$ cat src/rtl/radio_acquire_axis.sv
`default_nettype none
// radio_acquire_axis: packs 1-bit per-antenna I/Q samples into WIDTH-bit AXI-Stream
// beats framed by tlast, with a one-entry holding register, and drives the radio reconfig line.
module radio_acquire_axis #(
  parameter int ANTENNAS        = 24,
  parameter int WIDTH           = 8,
  parameter int FRAME_LEN       = 1024,
  parameter int RECONFIG_PERIOD = 13_500_000,
  parameter bit RECONFIG_PULSE  = 1'b0
) (
  input  logic                clk_i,
  input  logic                rst_i,
  input  logic                enable_i,
  input  logic                strobe_i,
  input  logic [ANTENNAS-1:0] ant_i_i,
  input  logic [ANTENNAS-1:0] ant_q_i,
  output logic                m_tvalid_o,
  input  logic                m_tready_i,
  output logic                m_tlast_o,
  output logic [WIDTH-1:0]    m_tdata_o,
  output logic                reconfig_o,
  output logic                overflow_o,
  output logic [15:0]         dropped_o,
  output logic                busy_o
);

  localparam int BEATS   = (2 * ANTENNAS + WIDTH - 1) / WIDTH;
  localparam int WORD_W  = BEATS * WIDTH;
  localparam int BEAT_W  = (BEATS > 1) ? $clog2(BEATS) : 1;
  localparam int FRAME_W = (FRAME_LEN > 1) ? $clog2(FRAME_LEN) : 1;
  localparam logic [BEAT_W-1:0]  LAST_BEAT  = BEAT_W'(BEATS - 1);
  localparam logic [FRAME_W-1:0] LAST_FRAME = FRAME_W'(FRAME_LEN - 1);

  localparam logic [0:0] IDLE = 1'b0;
  localparam logic [0:0] SEND = 1'b1;

  logic [0:0]         state;
  logic [0:0]         state_next;
  logic               hold_full;
  logic [WORD_W-1:0]  hold_word;
  logic [WORD_W-1:0]  word_in;
  logic [WORD_W-1:0]  shreg;
  logic [BEAT_W-1:0]  beat;
  logic [FRAME_W-1:0] frame_cnt;
  logic               sample_last;
  logic               capture;
  logic               handshake;
  logic               last_hs;
  logic               load;
  logic               drop;

  always_comb begin
    word_in = '0;
    word_in[2*ANTENNAS-1:0] = {ant_q_i, ant_i_i};
  end

  assign capture   = strobe_i && enable_i;
  assign handshake = m_tvalid_o && m_tready_i;
  assign last_hs   = handshake && (beat == LAST_BEAT);
  assign load      = hold_full && ((state == IDLE) || last_hs);
  // A load frees the holding slot on the same edge, so a coincident strobe is kept.
  assign drop      = capture && hold_full && !load;

  always_ff @(posedge clk_i) begin
    if (rst_i) state <= IDLE;
    else       state <= state_next;
  end

  always_comb begin
    state_next = state;
    case (state)
      IDLE:    if (hold_full) state_next = SEND;
      SEND:    if (last_hs) state_next = hold_full ? SEND : IDLE;
      default: state_next = IDLE;
    endcase
  end

  always_comb begin
    m_tvalid_o = (state == SEND);
    m_tlast_o  = m_tvalid_o && sample_last && (beat == LAST_BEAT);
    busy_o     = m_tvalid_o || hold_full;
  end

  assign m_tdata_o = shreg[WIDTH-1:0];

  always_ff @(posedge clk_i) begin
    if (rst_i) begin
      hold_full <= 1'b0;
      hold_word <= '0;
    end else if (capture && (!hold_full || load)) begin
      hold_full <= 1'b1;
      hold_word <= word_in;
    end else if (load) begin
      hold_full <= 1'b0;
    end
  end

  always_ff @(posedge clk_i) begin
    if (rst_i) begin
      shreg       <= '0;
      beat        <= '0;
      sample_last <= 1'b0;
      frame_cnt   <= '0;
    end else if (load) begin
      shreg       <= hold_word;
      beat        <= '0;
      sample_last <= (frame_cnt == LAST_FRAME);
      frame_cnt   <= (frame_cnt == LAST_FRAME) ? '0 : frame_cnt + FRAME_W'(1);
    end else if (handshake && !last_hs) begin
      shreg <= shreg >> WIDTH;
      beat  <= beat + BEAT_W'(1);
    end
  end

  always_ff @(posedge clk_i) begin
    if (rst_i) begin
      overflow_o <= 1'b0;
      dropped_o  <= '0;
    end else if (drop) begin
      overflow_o <= 1'b1;
      if (dropped_o != 16'hFFFF) dropped_o <= dropped_o + 16'd1;
    end
  end

  generate
    if (RECONFIG_PERIOD == 0) begin : g_no_reconfig
      assign reconfig_o = 1'b0;
    end else begin : g_reconfig
      localparam int RC_W = (RECONFIG_PERIOD > 1) ? $clog2(RECONFIG_PERIOD) : 1;
      localparam logic [RC_W-1:0] RC_LAST = RC_W'(RECONFIG_PERIOD - 1);
      logic [RC_W-1:0] rc_cnt;
      logic            rc_out;
      logic            rc_tc;

      assign rc_tc = (rc_cnt == RC_LAST);

      always_ff @(posedge clk_i) begin
        if (rst_i) begin
          rc_cnt <= '0;
          rc_out <= 1'b0;
        end else begin
          rc_cnt <= rc_tc ? '0 : rc_cnt + RC_W'(1);
          rc_out <= RECONFIG_PULSE ? rc_tc : (rc_out ^ rc_tc);
        end
      end

      assign reconfig_o = rc_out;
    end
  endgenerate

endmodule
`default_nettype wire
$ cat config.mk
export PLATFORM = sky130hd
export DESIGN_NAME = radio_acquire_axis
export DESIGN_NICKNAME = d
export VERILOG_FILES = /design/src/rtl/radio_acquire_axis.sv
export SDC_FILE = /design/constraint.sdc
export NUM_CORES = 1
export LEC_CHECK = 0
export ABC_AREA = 1
export BUFFER_PORTS_ARGS = -buffer_cell sky130_fd_sc_hd__buf_2
export CELL_PAD_IN_SITES_DETAIL_PLACEMENT = 1
export CELL_PAD_IN_SITES_GLOBAL_PLACEMENT = 2
export CORE_ASPECT_RATIO = 1.4
export CORE_MARGIN = 5
export CORE_UTILIZATION = 29
export DETAILED_ROUTE_END_ITERATION = 8
export PLACE_DENSITY = 0.82
export SLEW_MARGIN = 25
export SYNTH_ARGS = -nofsm -noshare
export SYNTH_HDL_FRONTEND = slang
export SYNTH_SLANG_ARGS = --single-unit
$ cat constraint.sdc
create_clock -name clk_i -period 1.5 [get_ports clk_i]
set_input_delay 0.075 -clock clk_i [delete_from_list [all_inputs] [get_ports clk_i]]
set_output_delay 0.075 -clock clk_i [all_outputs]
set_load 0.02 [all_outputs]
==> results of run 1 <==
==> power by group <==
part           switching (W)  internal [W]
clock                0.00186       0.00241
sequential         0.0000768       0.00421
combinational       0.000380      0.000360
==> worst max-delay path, cell delays in order (launching register included) <==
cell and delay, ns:
dfxtp_2 0.33, inv_2 0.04, ha_4 0.16, nand3_4 0.10, nand3_2 0.14, nor2_4 0.16, o21ai_4 0.10, clkbuf_16 0.17
nor2_1 0.12, nor2_1 0.06
==> layer usage <==
| metal | share of wire | track usage | vias up |
|---|---|---|---|
| met3 | 0.025 | 0.0296 | 25 |
| met2 | 0.54 | 0.283 | 77 |
| met1 | 0.42 | 0.170 | 3134 |
| met5 | 0 | 0 | - |
| li1 | - | - | 3343 |
| met4 | 0.017 | 0.0453 | 0 |
==> layout make-up <==
class | count | area (um2)
Fill cell | 2793 | 13100
Multi-Input combinational cell | 674 | 3350
Sequential cell | 154 | 3100
Timing Repair Buffer | 222 | 1810
Clock buffer | 19 | 453
Tap cell | 301 | 377
Inverter | 41 | 156
Clock inverter | 13 | 131
==> stage by stage <==
| stage | hold slack [ns] | total power, W |
|---|---|---|
| final | 0.0511 | 0.00931 |
| after floorplan | 0.224 | 0.00472 |
| after detailed placement | 0.325 | 0.00497 |
| after global routing | 0.0914 | 0.00970 |
| after CTS | 0.000723 | 0.00940 |
| after global placement | 0.314 | 0.00495 |
==> logic make-up (layout without fill, tap and decap cells) <==
group	Yosys count	after routing	synth area share
flops	154	154	0.466
buf+inv	91	295	0.0675
compound gates	138	138	0.115
fa+ha+maj	5	5	0.00945
xor+xnor	22	22	0.0291
simple gates	509	509	0.313
==> registers in the layout, summed over array words and instances, names as in the netlist, 3 cells and up <==
register and flops:
frame_cnt 10, beat 3, hold_word 48, g_reconfig.rc_cnt 24, dropped_o 16, shreg 48
==> synthesized netlist by cell type, types with 4 or more instances <==
| cell type | count | share of area |
|---|---|---|
| buf_2 | 9 | 0.0068 |
| clkbuf_1 | 20 | 0.011 |
| nor3_1 | 4 | 0.0030 |
| a21oi_1 | 40 | 0.030 |
| nand4_1 | 13 | 0.012 |
| nor2_1 | 179 | 0.10 |
| nand3_1 | 23 | 0.017 |
| buf_4 | 15 | 0.017 |
| nand3b_1 | 8 | 0.0091 |
| nand2_1 | 266 | 0.15 |
| o21ai_1 | 5 | 0.0038 |
| nand2_2 | 4 | 0.0038 |
| a31oi_1 | 41 | 0.039 |
| buf_6 | 5 | 0.0085 |
| inv_1 | 40 | 0.023 |
| or2_2 | 4 | 0.0038 |
| ha_1 | 5 | 0.0095 |
| dfxtp_1 | 154 | 0.47 |
| o21ai_0 | 49 | 0.037 |
| xnor2_1 | 9 | 0.012 |
| xor2_1 | 13 | 0.017 |
==> worst max-delay path by stage <==
stage	from	endpoint	depth (start not counted)
6_report	beat[1]	dropped_o[0]	9
5_1_grt	beat[1]	dropped_o[0]	9
2_1_floorplan	g_reconfig.rc_cnt[0]	g_reconfig.rc_cnt[11]	9
3_3_place_gp	beat[0]	hold_word[11]	7
3_5_place_dp	beat[1]	hold_word[11]	8
4_1_cts	beat[1]	shreg[15]	9
==> timing repair <==
item                                   CTS  global route
hold buffers                            49             0
buffers inserted                         5             7
gates resized for setup                 20            74
setup endpoints to repair              119           141
endpoints found under the hold margin   49             0
pin swaps                                5            19
cloned                                   1             4
==> results.ini, run 1 <==
[status]
run_status=finished, violations left
violations=setup timing

[logic_synthesis]
synthCells=919
ys_warn_count=0
ys_seq_area_frac=0.466
syn_nets=977
synth.distinct_cells=29
synth.avg_cell_area_um2=7.20
async_flop_share=0
netlist_area_um2=6620
synth-seq-cells=154
synth_enable_flop_cells=0
synthFlopType=dfxtp_1

[sta]
rsz0062_at_grt=true
fin_crit_ns=1.51
worstMarginPinSlew_ns=0.332
fin_setup_tns_ns=-0.00985
fin_skew_ns=0.0150
max-slew-margin-rel=0.777
hold_viol=0
final_max_slew_viol_count=0
setup_viol=1
fmax_ghz=0.662
setup_slack_ns=-0.00985
min_period_over_period=1.01

[finish]
finalInstanceArea_um2=9380
fin_nets=1168
final_cell_mix=nand2_1, nor2_1, dfxtp_1
syn_to_final_growth_pct=41.7
drive_gt1_frac=0.258
final_util=0.416
fin_cells=1424
antenna_cells=0
layout_commonest_cell=nand2_1

[place]
place_ws_ns=-0.101
postPlaceCellArea_um2=7790
dp.cells=1326
dp_hpwl_um=13400
gp_congestion=0.806
port_buffers=81

[clock_tree]
root_buffer=clkbuf_16
path_clk_slew_ns=0.06
cts_tree=done
cts_max_path_buffers=2
clkSinkCount=154
htree_levels=4
clk-insertion-delay-late_ns=0.43
numCtsBuffers=17

[critical_path]
cp_max_fo=6
worstReg2RegStart=beat[1]
crit_path_end_kind=flop
crit_type=reg2reg
reg2regPathDepth=9
r2r_end=dropped_o[0]
ff2ff_setup_slack_ns=-0.01
crit_required_ns=1.82
cp-start-kind=flop
worstPathArrival_ns=1.83

[global_route]
grt_pass1_wl_um=31900
antenna_found_initial=0
grt_max_degree=58
grt_pass1_vias=6719
grtUsageTotal=0.152
grt_overflow_total=0

[drt]
firstDrtPassIters=4
vias=6579
wirelength_um=19600
drc=0
via_per_inst=4.62
drt_iter0_markers=233
wl_per_cell_um=13.8
antenna_left=0

[die]
start_util=0.294
fp.dieW_um=138
row_count=65
ios=82
core_um2=22500
dieHeight_um=189
dieArea_um2=26000

[power]
powerDensity_nw_per_um2=992
p_leak_nw=3.56
peakVddDrop_v=0.000847

[worst_hold_path]
whs_endpoint=hold_full
hp-start=strobe_i
worstHoldPathCells=3
min_path_type=in2reg

[job]
cap_violations=0

(Power assumes the default switching activity.)
==> run 2, diff against run 1 <==
GPL_ROUTABILITY_DRIVEN = 0   (was unset)
RECOVER_POWER = 25   (was unset)
==> results.ini, run 2 (synthesized netlist as in run 1, its figures left out) <==
[finish]
multi_input_area_um2=3350
finalInstanceArea_um2=9370
n_fill_cell=2799
ff_latch_area_um2=3100
final_cell_mix=nand2_1, nor2_1, dfxtp_1
layout_commonest_cell=nand2_1
final_util=0.416
fin_nets=1168
top_regs=hold_word x48, shreg x48, g_reconfig.rc_cnt x24
syn_to_final_growth_pct=41.6
drive_gt1_frac=0.249
antenna_cells=0
fin_cells=1424

[die]
fp.dieW_um=138
start_util=0.294
dieArea_um2=26000
row_count=65
dieHeight_um=189
core_um2=22500
ios=82

[clock_tree]
cts_max_path_buffers=2
numCtsBuffers=17
htree_levels=4
path_clk_slew_ns=0.06
clkSinkCount=154
cts_tree=done
clk-insertion-delay-late_ns=0.43
root_buffer=clkbuf_16

[drt]
via_per_inst=4.62
vias=6572
wl_per_cell_um=13.8
drc=0
wirelength_um=19600
antenna_left=0
met1_length_um=8270
wl_met2_um=10500
route.met3.wl_um=508
firstDrtPassIters=4
drt_iter0_markers=233
top_layer=met4

[critical_path]
worstPathArrival_ns=1.83
cp_top_family=simple AND/OR/NAND/NOR gates
cp-start-kind=flop
worstReg2RegStart=beat[1]
cp_cell_sequence=inv_2 -> ha_4 -> nand3_4 -> nand3_2 -> nor2_4 -> o21ai_4 -> clkbuf_16 -> nor2_1 -> nor2_1
cp.depth=9
crit_path_end_kind=flop
max_stage_delay_ns=0.33
reg2regPathDepth=9
critPathBufInv=2
cpMaxStageDelayCell=dfxtp_2
cp_max_fo=6
crit_required_ns=1.82
cpMostUsedCell=nor2_1
crit_type=reg2reg
cp-startpoint=beat[1]

[power]
power_w=0.00931
p_leak_nw=3.52
peakVddDrop_v=0.000847
powerDensity_nw_per_um2=993

[global_route]
grt_max_degree=58
grt_pass1_wl_um=31900
antenna_found_initial=0
grtUsageTotal=0.152
grt_pass1_vias=6719
grt_overflow_total=0

[job]
cap_violations=0

[worst_hold_path]
hp-start=strobe_i
worstHoldPathCells=3
min_path_type=in2reg

[sta]
max-slew-margin-rel=0.777
rsz0062_at_grt=true
fmax_ghz=0.662
hold_viol=0
setup_viol=1
fin_skew_ns=0.0149
final_max_slew_viol_count=0
worstMarginPinSlew_ns=0.332
hold_slack_ns=0.0510
min_period_over_period=1.01
fin_crit_ns=1.51
setup_slack_ns=-0.00985

[status]
run_status=finished, violations left
violations=setup timing

[place]
postPlaceCellArea_um2=7790
dp_hpwl_um=13400
dp.cells=1326
port_buffers=81

## run 2: changes by cell type in the layout (fill, tap and decap cells not counted)
cell      previous run  this run
buf_2               80        70
clkbuf_1             0        10
## run 2: routing by layer
metal | GRT usage | vias up
met5 | 0 | -
met4 | 0.0453 | 0
met3 | 0.0296 | 25
met2 | 0.283 | 80
met1 | 0.170 | 3124
li1 | - | 3343
## run 2: cell type report
cell class | instances | area share
clock buffers | 19 | 0.0484
clock inverters | 13 | 0.0140
inverters | 41 | 0.0167
multi-input cells | 674 | 0.358
flip-flops and latches | 154 | 0.331
well taps | 301 | 0.0402
repair buffers | 222 | 0.192
## run 2: tightest hold or removal path, delay by kind of cell
kind	cells	cell delay, ns
simple gates	1	0.16
buf+inv	1	0.09
compound gates	1	0.09
## run 2: what timing repair did
item                                    CTS  global route
setup buffers                             5             7
hold buffers                             49             0
cloned                                    1             4
endpoints found under the setup margin  119           141
hold endpoints to repair                 49             0
pin swaps                                 5            19
resized for setup                        20            74
## run 2: final timing paths
path / slack (ns) / end
worst min-delay path: 0.05 / hold_full
worst max register to register: -0.01 / dropped_o[0]
worst min register to register: 0.46 / g_reconfig.rc_cnt[21]
worst max-delay path: -0.01 / dropped_o[0]
## run 2: stage by stage
stage,TNS [ns],setup WS [ns]
floorplan,0,0.000513
global placement,-1.78,-0.0694
detailed placement,-5.47,-0.101
CTS,0,0.00396
global route,-6.74,-0.121
finish,-0.00985,-0.00985
## run 2: power by group
group | total (W) | internal (W) | leakage [nW] | switching [W]
Clock | 0.00428 | 0.00241 | 0.283 | 0.00186
Sequential | 0.00429 | 0.00421 | 1.26 | 0.0000769
Combinational | 0.000739 | 0.000359 | 1.98 | 0.000380
